===== config.mk =====
export PLATFORM = sky130hd
export DESIGN_NAME = pipelined_barrel_shifter
export DESIGN_NICKNAME = d
export VERILOG_FILES = /design/src/rtl/pbs_pkg.sv /design/src/rtl/pbs_stage.sv /design/src/rtl/pipelined_barrel_shifter.sv
export SDC_FILE = /design/constraint.sdc
export NUM_CORES = 1
export LEC_CHECK = 0
export ABC_AREA = 0
export CAP_MARGIN = 20
export CORE_MARGIN = 3
export CORE_UTILIZATION = 55
export CTS_CLUSTER_DIAMETER = 30
export DETAILED_ROUTE_END_ITERATION = 10
export PLACE_DENSITY = 0.85
export SLEW_MARGIN = 10
export SYNTH_ARGS = -nofsm -noshare
export SYNTH_HDL_FRONTEND = slang
export SYNTH_SLANG_ARGS = --single-unit
export TNS_END_PERCENT = 5

===== constraint.sdc =====
create_clock -name clk -period 2.52 [get_ports clk]
set_clock_uncertainty 0.05 [all_clocks]
set_input_delay 0.504 -clock clk [delete_from_list [all_inputs] [get_ports clk]]
set_output_delay 0.504 -clock clk [all_outputs]
set_load 0.005 [all_outputs]

===== src/rtl/pbs_pkg.sv =====
// Shared definitions for the pipelined barrel shifter: mode encodings and direction values.
// Latency: n/a (definitions only).
// Backpressure: n/a (definitions only).
package pbs_pkg;

    typedef enum logic [1:0] {
        PBS_LOGICAL = 2'b00,
        PBS_ARITH   = 2'b01,
        PBS_ROTATE  = 2'b10,
        PBS_RSVD    = 2'b11
    } pbs_mode_e;

    localparam logic PBS_DIR_RIGHT = 1'b0;
    localparam logic PBS_DIR_LEFT  = 1'b1;

endpackage


===== src/rtl/pbs_stage.sv =====
// One shifter stage: conditionally shifts by 2^STAGE, then registers the payload (carry captured at stage 0 when PBS_CARRY_OUT_EN).
// Latency: 1 cycle.
// Backpressure: in_ready = !out_valid || out_ready, so a bubble in this stage is filled even while downstream stalls.
module pbs_stage
    import pbs_pkg::*;
#(
    parameter int  WIDTH     = 8,
    parameter int  STAGE     = 0,
    parameter type payload_t = logic
) (
    input  logic     clk,
    input  logic     rst_n,
    input  logic     in_valid,
    output logic     in_ready,
    input  payload_t in_pl,
    output logic     out_valid,
    input  logic     out_ready,
    output payload_t out_pl
);

    localparam int SHW = $clog2(WIDTH);
    localparam int SH  = 1 << STAGE;

    payload_t         nxt;
    logic [WIDTH-1:0] d;
    logic [WIDTH-1:0] shl;
    logic [WIDTH-1:0] shr;
    logic [WIDTH-1:0] rol;
    logic [WIDTH-1:0] ror;
    logic             fill;
`ifdef PBS_CARRY_OUT_EN
    logic [SHW-1:0]   cidx;
`endif

    always_comb begin
        nxt  = in_pl;
        d    = in_pl.data;
        // Arithmetic right keeps the msb, which earlier stages already preserved.
        fill = (in_pl.mode == PBS_ARITH) && d[WIDTH-1];
        shl  = d << SH;
        shr  = (d >> SH) | ({WIDTH{fill}} << (WIDTH - SH));
        rol  = (d << SH) | (d >> (WIDTH - SH));
        ror  = (d >> SH) | (d << (WIDTH - SH));
        if (in_pl.shamt[STAGE]) begin
            if (in_pl.mode == PBS_ROTATE) begin
                nxt.data = (in_pl.dir == PBS_DIR_LEFT) ? rol : ror;
            end else begin
                nxt.data = (in_pl.dir == PBS_DIR_LEFT) ? shl : shr;
            end
        end
`ifdef PBS_CARRY_OUT_EN
        // Last bit out is in[W-shamt] going left, in[shamt-1] going right, for every mode.
        cidx = (in_pl.dir == PBS_DIR_LEFT) ? (~in_pl.shamt + 1'b1) : (in_pl.shamt - 1'b1);
        if (STAGE == 0) begin
            nxt.carry = (in_pl.shamt != '0) && d[cidx];
        end
`endif
    end

    assign in_ready = !out_valid || out_ready;

    always_ff @(posedge clk or negedge rst_n) begin
        if (!rst_n) begin
            out_valid <= 1'b0;
            out_pl    <= '0;
        end else if (in_ready) begin
            out_valid <= in_valid;
            if (in_valid) begin
                out_pl <= nxt;
            end
        end
    end

endmodule


===== src/rtl/pipelined_barrel_shifter.sv =====
// Pipelined bidirectional barrel shifter (logical/arithmetic/rotate); PBS_CARRY_OUT_EN adds out_carry.
// Latency: $clog2(WIDTH) cycles, one register per binary shift stage; 1 op/cycle.
// Backpressure: valid/ready per stage, bubbles collapse; in_ready is combinational on out_ready.
module pipelined_barrel_shifter
    import pbs_pkg::*;
#(
    parameter  int WIDTH = 8,
    parameter  int TAG_W = 4,
    localparam int SHW   = $clog2(WIDTH)
) (
    input  logic             clk,
    input  logic             rst_n,
    input  logic             in_valid,
    output logic             in_ready,
    input  logic [WIDTH-1:0] in_data,
    input  logic [SHW-1:0]   in_shamt,
    input  logic             in_dir,
    input  logic [1:0]       in_mode,
    input  logic [TAG_W-1:0] in_tag,
    output logic             out_valid,
    input  logic             out_ready,
    output logic [WIDTH-1:0] out_data,
    output logic [TAG_W-1:0] out_tag
`ifdef PBS_CARRY_OUT_EN
    ,
    output logic             out_carry
`endif
);

    typedef struct packed {
        logic [WIDTH-1:0] data;
        logic [SHW-1:0]   shamt;
        logic             dir;
        pbs_mode_e        mode;
        logic [TAG_W-1:0] tag;
`ifdef PBS_CARRY_OUT_EN
        logic             carry;
`endif
    } pbs_payload_t;

    pbs_payload_t pl  [SHW+1];
    logic         vld [SHW+1];
    logic         up;

    // Holds off input acceptance until the first clock after reset release.
    always_ff @(posedge clk or negedge rst_n) begin
        if (!rst_n) begin
            up <= 1'b0;
        end else begin
            up <= 1'b1;
        end
    end

    always_comb begin
        pl[0]       = '0;
        pl[0].data  = in_data;
        pl[0].shamt = in_shamt;
        pl[0].dir   = in_dir;
        pl[0].mode  = pbs_mode_e'(in_mode);
        pl[0].tag   = in_tag;
    end

    assign vld[0] = in_valid && up;

    for (genvar k = 0; k < SHW; k++) begin : g_stg
        logic up_rdy;
        logic dn_rdy;

        if (k == SHW - 1) begin : g_last
            assign dn_rdy = out_ready;
        end else begin : g_mid
            assign dn_rdy = g_stg[k+1].up_rdy;
        end

        pbs_stage #(
            .WIDTH     (WIDTH),
            .STAGE     (k),
            .payload_t (pbs_payload_t)
        ) u_stage (
            .clk       (clk),
            .rst_n     (rst_n),
            .in_valid  (vld[k]),
            .in_ready  (up_rdy),
            .in_pl     (pl[k]),
            .out_valid (vld[k+1]),
            .out_ready (dn_rdy),
            .out_pl    (pl[k+1])
        );
    end

    assign in_ready  = up && g_stg[0].up_rdy;
    assign out_valid = vld[SHW];
    assign out_data  = pl[SHW].data;
    assign out_tag   = pl[SHW].tag;
`ifdef PBS_CARRY_OUT_EN
    assign out_carry = pl[SHW].carry;
`endif

endmodule


After elaboration in Yosys (flattened, before gate mapping)
Index checks and enable logic that the tools add are counted.
Widths: inputs -> output; s select.
Storage, ports and cells
  register bits: 52
  input port bits: 22
  output and inout port bits: 14
  word-level logic and storage cells: 55
Cells by class
  equal/unequal tests: 6
  multiplexer cells: 11
  bitwise operators: 8
  reductions and logical operators: 14
Operator list (count)
  $mux 8: 11
  $or 6x8->8: 2
  $or 7x8->8: 2
  $or 4x8->8: 1
  $or 8x1->8: 1
  $or 8x2->8: 1
  $or 8x4->8: 1
  $eq 2x1->1 const B: 3
  $eq 2x2->1 const B: 3
  $reduce_and 2->1: 3
  $logic_and 1x1->1: 5
  $logic_not 1->1: 3
  $logic_or 1x1->1: 3

Logic depth before layout (Yosys ltp)
  depth in word-level cells: 6
  gate-level depth with buffers: 5
  mapped depth without buffers: 4

Modules after synthesis
A second synthesis with hierarchy kept.
Second synthesis, totals
  cell total of the unflattened synthesis: 236
  area, all modules: 2813.9 um2
Modules (own cells, without submodules)
  pbs_stage at g_stg[0].u_stage: instances 1, cells each 71, area each 978.4 um2, sequential area each 475.5 um2
  pbs_stage at g_stg[1].u_stage: instances 1, cells each 72, area each 962.2 um2, sequential area each 475.5 um2
  pbs_stage at g_stg[2].u_stage: instances 1, cells each 89, area each 832.0 um2, sequential area each 475.5 um2
  pipelined_barrel_shifter: instances 1, cells each 4, area each 41.3 um2, sequential area each 25.0 um2

Worst setup path after synthesis
Ideal clock, no wire load.
  path type: in2reg
  start: input port out_ready
  end: register g_stg[0].u_stage.out_pl[5] in the netlist's numbering
  data arrival time: 1309 ps
  data required time: 2345 ps
  setup slack: 1036 ps
  stages: 4
  cells stage by stage: nand4b_2 -> nand3_4 -> buf_8 -> mux2_4
Between the ends
  cells in the longest elaborated chain, start to end: 4
RTL lines
  from (decl): RTL line pipelined_barrel_shifter.sv:21  | input logic out_ready,
  $logic_or 1x1->1 (3 in a row): RTL line pbs_stage.sv:60  | assign in_ready = !out_valid || out_ready;
  $reduce_and 2->1 (no source line)
  to (signal assigned): RTL line pbs_stage.sv:69  | out_pl <= nxt;
  to (decl): RTL line pbs_stage.sv:18  | output payload_t out_pl
Every way passes these cells.
A chain may end at the register's enable or synchronous reset.

Worst setup path in the final report
  start: input port out_ready
  end: output port in_ready
Between the ends
  cells in the longest elaborated chain, start to end: 4
RTL lines
  $logic_or 1x1->1 (3 in a row): RTL line pbs_stage.sv:60
  $logic_and 1x1->1: RTL line pipelined_barrel_shifter.sv:91  | assign in_ready = up && g_stg[0].up_rdy;
  to (decl): RTL line pipelined_barrel_shifter.sv:14  | output logic in_ready,
Every way passes these cells.

==> flow_summary.yaml <==
outcome:
  outcome: "finished, final reports clean"
logic_synthesis:
  syn_nets: 243
  synth_edf_count: 0
  synthDistinctLibCells: 28
  synthesis.area_um2: 2300
  seq_area_frac_synth: 0.533
  synth_seq_cells: 49
  synth_cells: 221
  async_flop_share: 1.00
  yosysWarnings: 0
  synth-main-ff-cell: "dfrtp_1"
  syn_avg_cell_area_um2: 10.4
timing:
  worst_slew_pin_slew_ns: 0.508
  setup_slack_ns: 0.144
  period_needed_ns: 2.38
  clock.fmax_mhz: 421
  rsz0062_at_grt: "no"
  finalCritPeriodShare: 0.943
  maxSlewHeadroom: 0.660
  setup_violations: 0
  finalSetupTns_ns: 0
  final-max-slew-violation-count: 0
  hold_viol: 0
routing:
  drtIter0Drc: 107
  vias: 1680
  antenna_left: 0
  wl_per_cell_um: 13.6
  drc: 0
  routed_via_density: 5.54
  routed_wl_um: 4120
  first_pass_iters: 4
pwr:
  irDropWorstVdd_v: 0.000332
  p_total_w: 0.00228
  p_per_area_nw_per_um2: 827
  p_leak_nw: 1.23
setup_path:
  crit_top_cell: "clkdlybuf4s50_1"
  end_kind: "output pin"
  cp_slowest_cell: "clkdlybuf4s50_1"
  worstPathRequired_ns: 1.97
  worstPathArrival_ns: 1.82
  path_max_fanout: 3
  cp_cell_sequence: "clkdlybuf4s50_1 -> nand4b_2 -> and2_1 -> clkdlybuf4s50_1"
  crit_type: "primary input to output pin"
  max_stage_delay_ns: 0.43
  cp-start-kind: "primary input"
cts:
  holdBufCountCts: 0
  post_cts_buffers: 0
  clock_sinks: 49
  cts_tree: "yes"
  root_buffer: "clkbuf_8"
  clkLatencyLatePin_ns: 0.29
  clk_pin_slew_ns: 0.08
  htreeDepth: 2
  clockBufferDepth: 2
  cts-buffers-inserted: 5
  cts-resized-gates: 0
flow_run:
  max-cap-violations: 0
floorplan:
  die_x_um: 70.7
  ioPinCount: 36
  die_area_um2: 5000
  rows: 22
  die_y_um: 70.7
  coreArea_um2: 3850
  initial_core_util: 0.597
grt:
  gr-usage-all-layers: 0.168
  grt_max_degree: 29
  grt_util_met2: 0.277
  grt-busiest-layer: "met2"
  met1_usage: 0.215
  grt_overflow_total: 0
  grt_antenna_before_repair: 0
  grt_pass1_wl_um: 6760
  grt_pass1_vias: 1513
  grt_util_met3: 0.0298
cells_and_area:
  postLayoutCellArea_um2: 2760
  mostFrequentLayoutCell: "dfrtp_1"
  antenna_cells: 0
  layout-drive-gt1-share: 0.114
  final_nets: 276
  syn_to_final_growth_pct: 19.8
  fillers: 287
  mostFrequentLayoutCells: "49 x dfrtp_1, 48 x nand2_1, 36 x o21ai_0"
placement:
  hpwl_um: 2980
  gp_congestion: 0.842
  pre_cts_ws_ns: 0.122
  port_buffers: 35
  dpl_cell_area_um2: 2640
hold_path:
  hold_path_class: "primary input to async pin"
==> layout make-up <==
class / count / area [µm²] / area share
Sequential cell: 49 / 1230 / 0.445
Inverter: 1 / 3.75 / 0.00136
Clock inverter: 1 / 30.0 / 0.0109
Clock buffer: 7 / 86.3 / 0.0313
Multi-Input combinational cell: 161 / 998 / 0.362
Tap cell: 48 / 60.1 / 0.0218
Timing Repair Buffer: 36 / 353 / 0.128
==> cell usage after synthesis, types with 2 or more instances <==
| cell | instances | area (µm²) |
|---|---|---|
| mux2_2 | 14 | 158 |
| a221oi_1 | 6 | 52.6 |
| dfrtp_1 | 49 | 1230 |
| mux2i_1 | 10 | 100 |
| clkbuf_1 | 2 | 7.51 |
| and2_1 | 2 | 12.5 |
| nand3b_1 | 2 | 15.0 |
| nand4bb_1 | 2 | 22.5 |
| nand2_1 | 48 | 180 |
| o31ai_1 | 3 | 22.5 |
| buf_2 | 2 | 10.0 |
| nand3_1 | 3 | 15.0 |
| nand4b_1 | 3 | 26.3 |
| a21oi_1 | 5 | 25.0 |
| buf_4 | 4 | 30.0 |
| nor2_1 | 10 | 37.5 |
| o21ai_0 | 36 | 180 |
| nand2b_1 | 8 | 50.1 |
| mux2_4 | 3 | 45.0 |
==> flip-flops by register name (all words and copies together) (netlist names) <==
register	count
g_stg.u_stage.out_valid	3
g_stg.u_stage.out_pl	45
up	1
==> stage by stage <==
step | util | instances | hold slack, ns
global placement | 0.685 | 295 | 0.398
detailed placement | 0.685 | 295 | 0.406
finish | 0.716 | 303 | 0.113
CTS | 0.716 | 303 | 0.118
global route | 0.716 | 303 | 0.136
floorplan | - | 221 | 0.158
==> per-layer routing <==
| layer | routed length [µm] | vias up | part of all wire |
|---|---|---|---|
| li1 | - | 842 | - |
| met1 | 1910 | 787 | 0.46 |
| met2 | 1970 | 44 | 0.48 |
| met3 | 160 | 7 | 0.039 |
| met4 | 76 | 0 | 0.018 |
| met5 | 0 | - | 0 |
==> logic make-up (layout without fill, tap and decap cells) <==
group	after synthesis	in the layout	synth area share
DFF	49	49	0.533
other	1	1	0.00163
buffers and inverters	11	45	0.0337
muxes	27	27	0.132
and+or+nand+nor	82	82	0.176
AOI/OAI and AO/OA	51	51	0.124
==> worst paths after layout <==
| kind | from | endpoint | slack (ns) | cells past startpoint |
|---|---|---|---|---|
| hold reg to reg | g_stg[1].u_stage.out_pl[0]$_DFFE_PN0P_ | g_stg[2].u_stage.out_pl[0]$_DFFE_PN0P_ | 0.42 | 2 |
| setup / recovery | out_ready | in_ready | 0.14 | 4 |
| min in group clk | g_stg[1].u_stage.out_pl[0]$_DFFE_PN0P_ | g_stg[2].u_stage.out_pl[0]$_DFFE_PN0P_ | 0.42 | 2 |
| hold / removal | rst_n | g_stg[2].u_stage.out_pl[10]$_DFFE_PN0P_ | 0.11 | 1 |
| setup reg to reg | g_stg[0].u_stage.out_pl[6]$_DFFE_PN0P_ | g_stg[1].u_stage.out_pl[16]$_DFFE_PN0P_ | 1.00 | 4 |
| max in group asynchronous | rst_n | g_stg[1].u_stage.out_pl[13]$_DFFE_PN0P_ | 1.59 | 2 |
==> power by group <==
group | internal [W] | switching, W | total, W
Sequential | 0.000983 | 0.000162 | 0.00114
Combinational | 0.000334 | 0.000237 | 0.000572
Clock | 0.000323 | 0.000240 | 0.000563
Total | 0.00164 | 0.000639 | 0.00228
==> worst max-delay path, delay by kind of cell <==
kind	cells	cell delay (ns)
buffers and inverters	2	0.85
AND/OR/NAND/NOR	2	0.45
No activity file was read; power rests on OpenSTA's default activity.
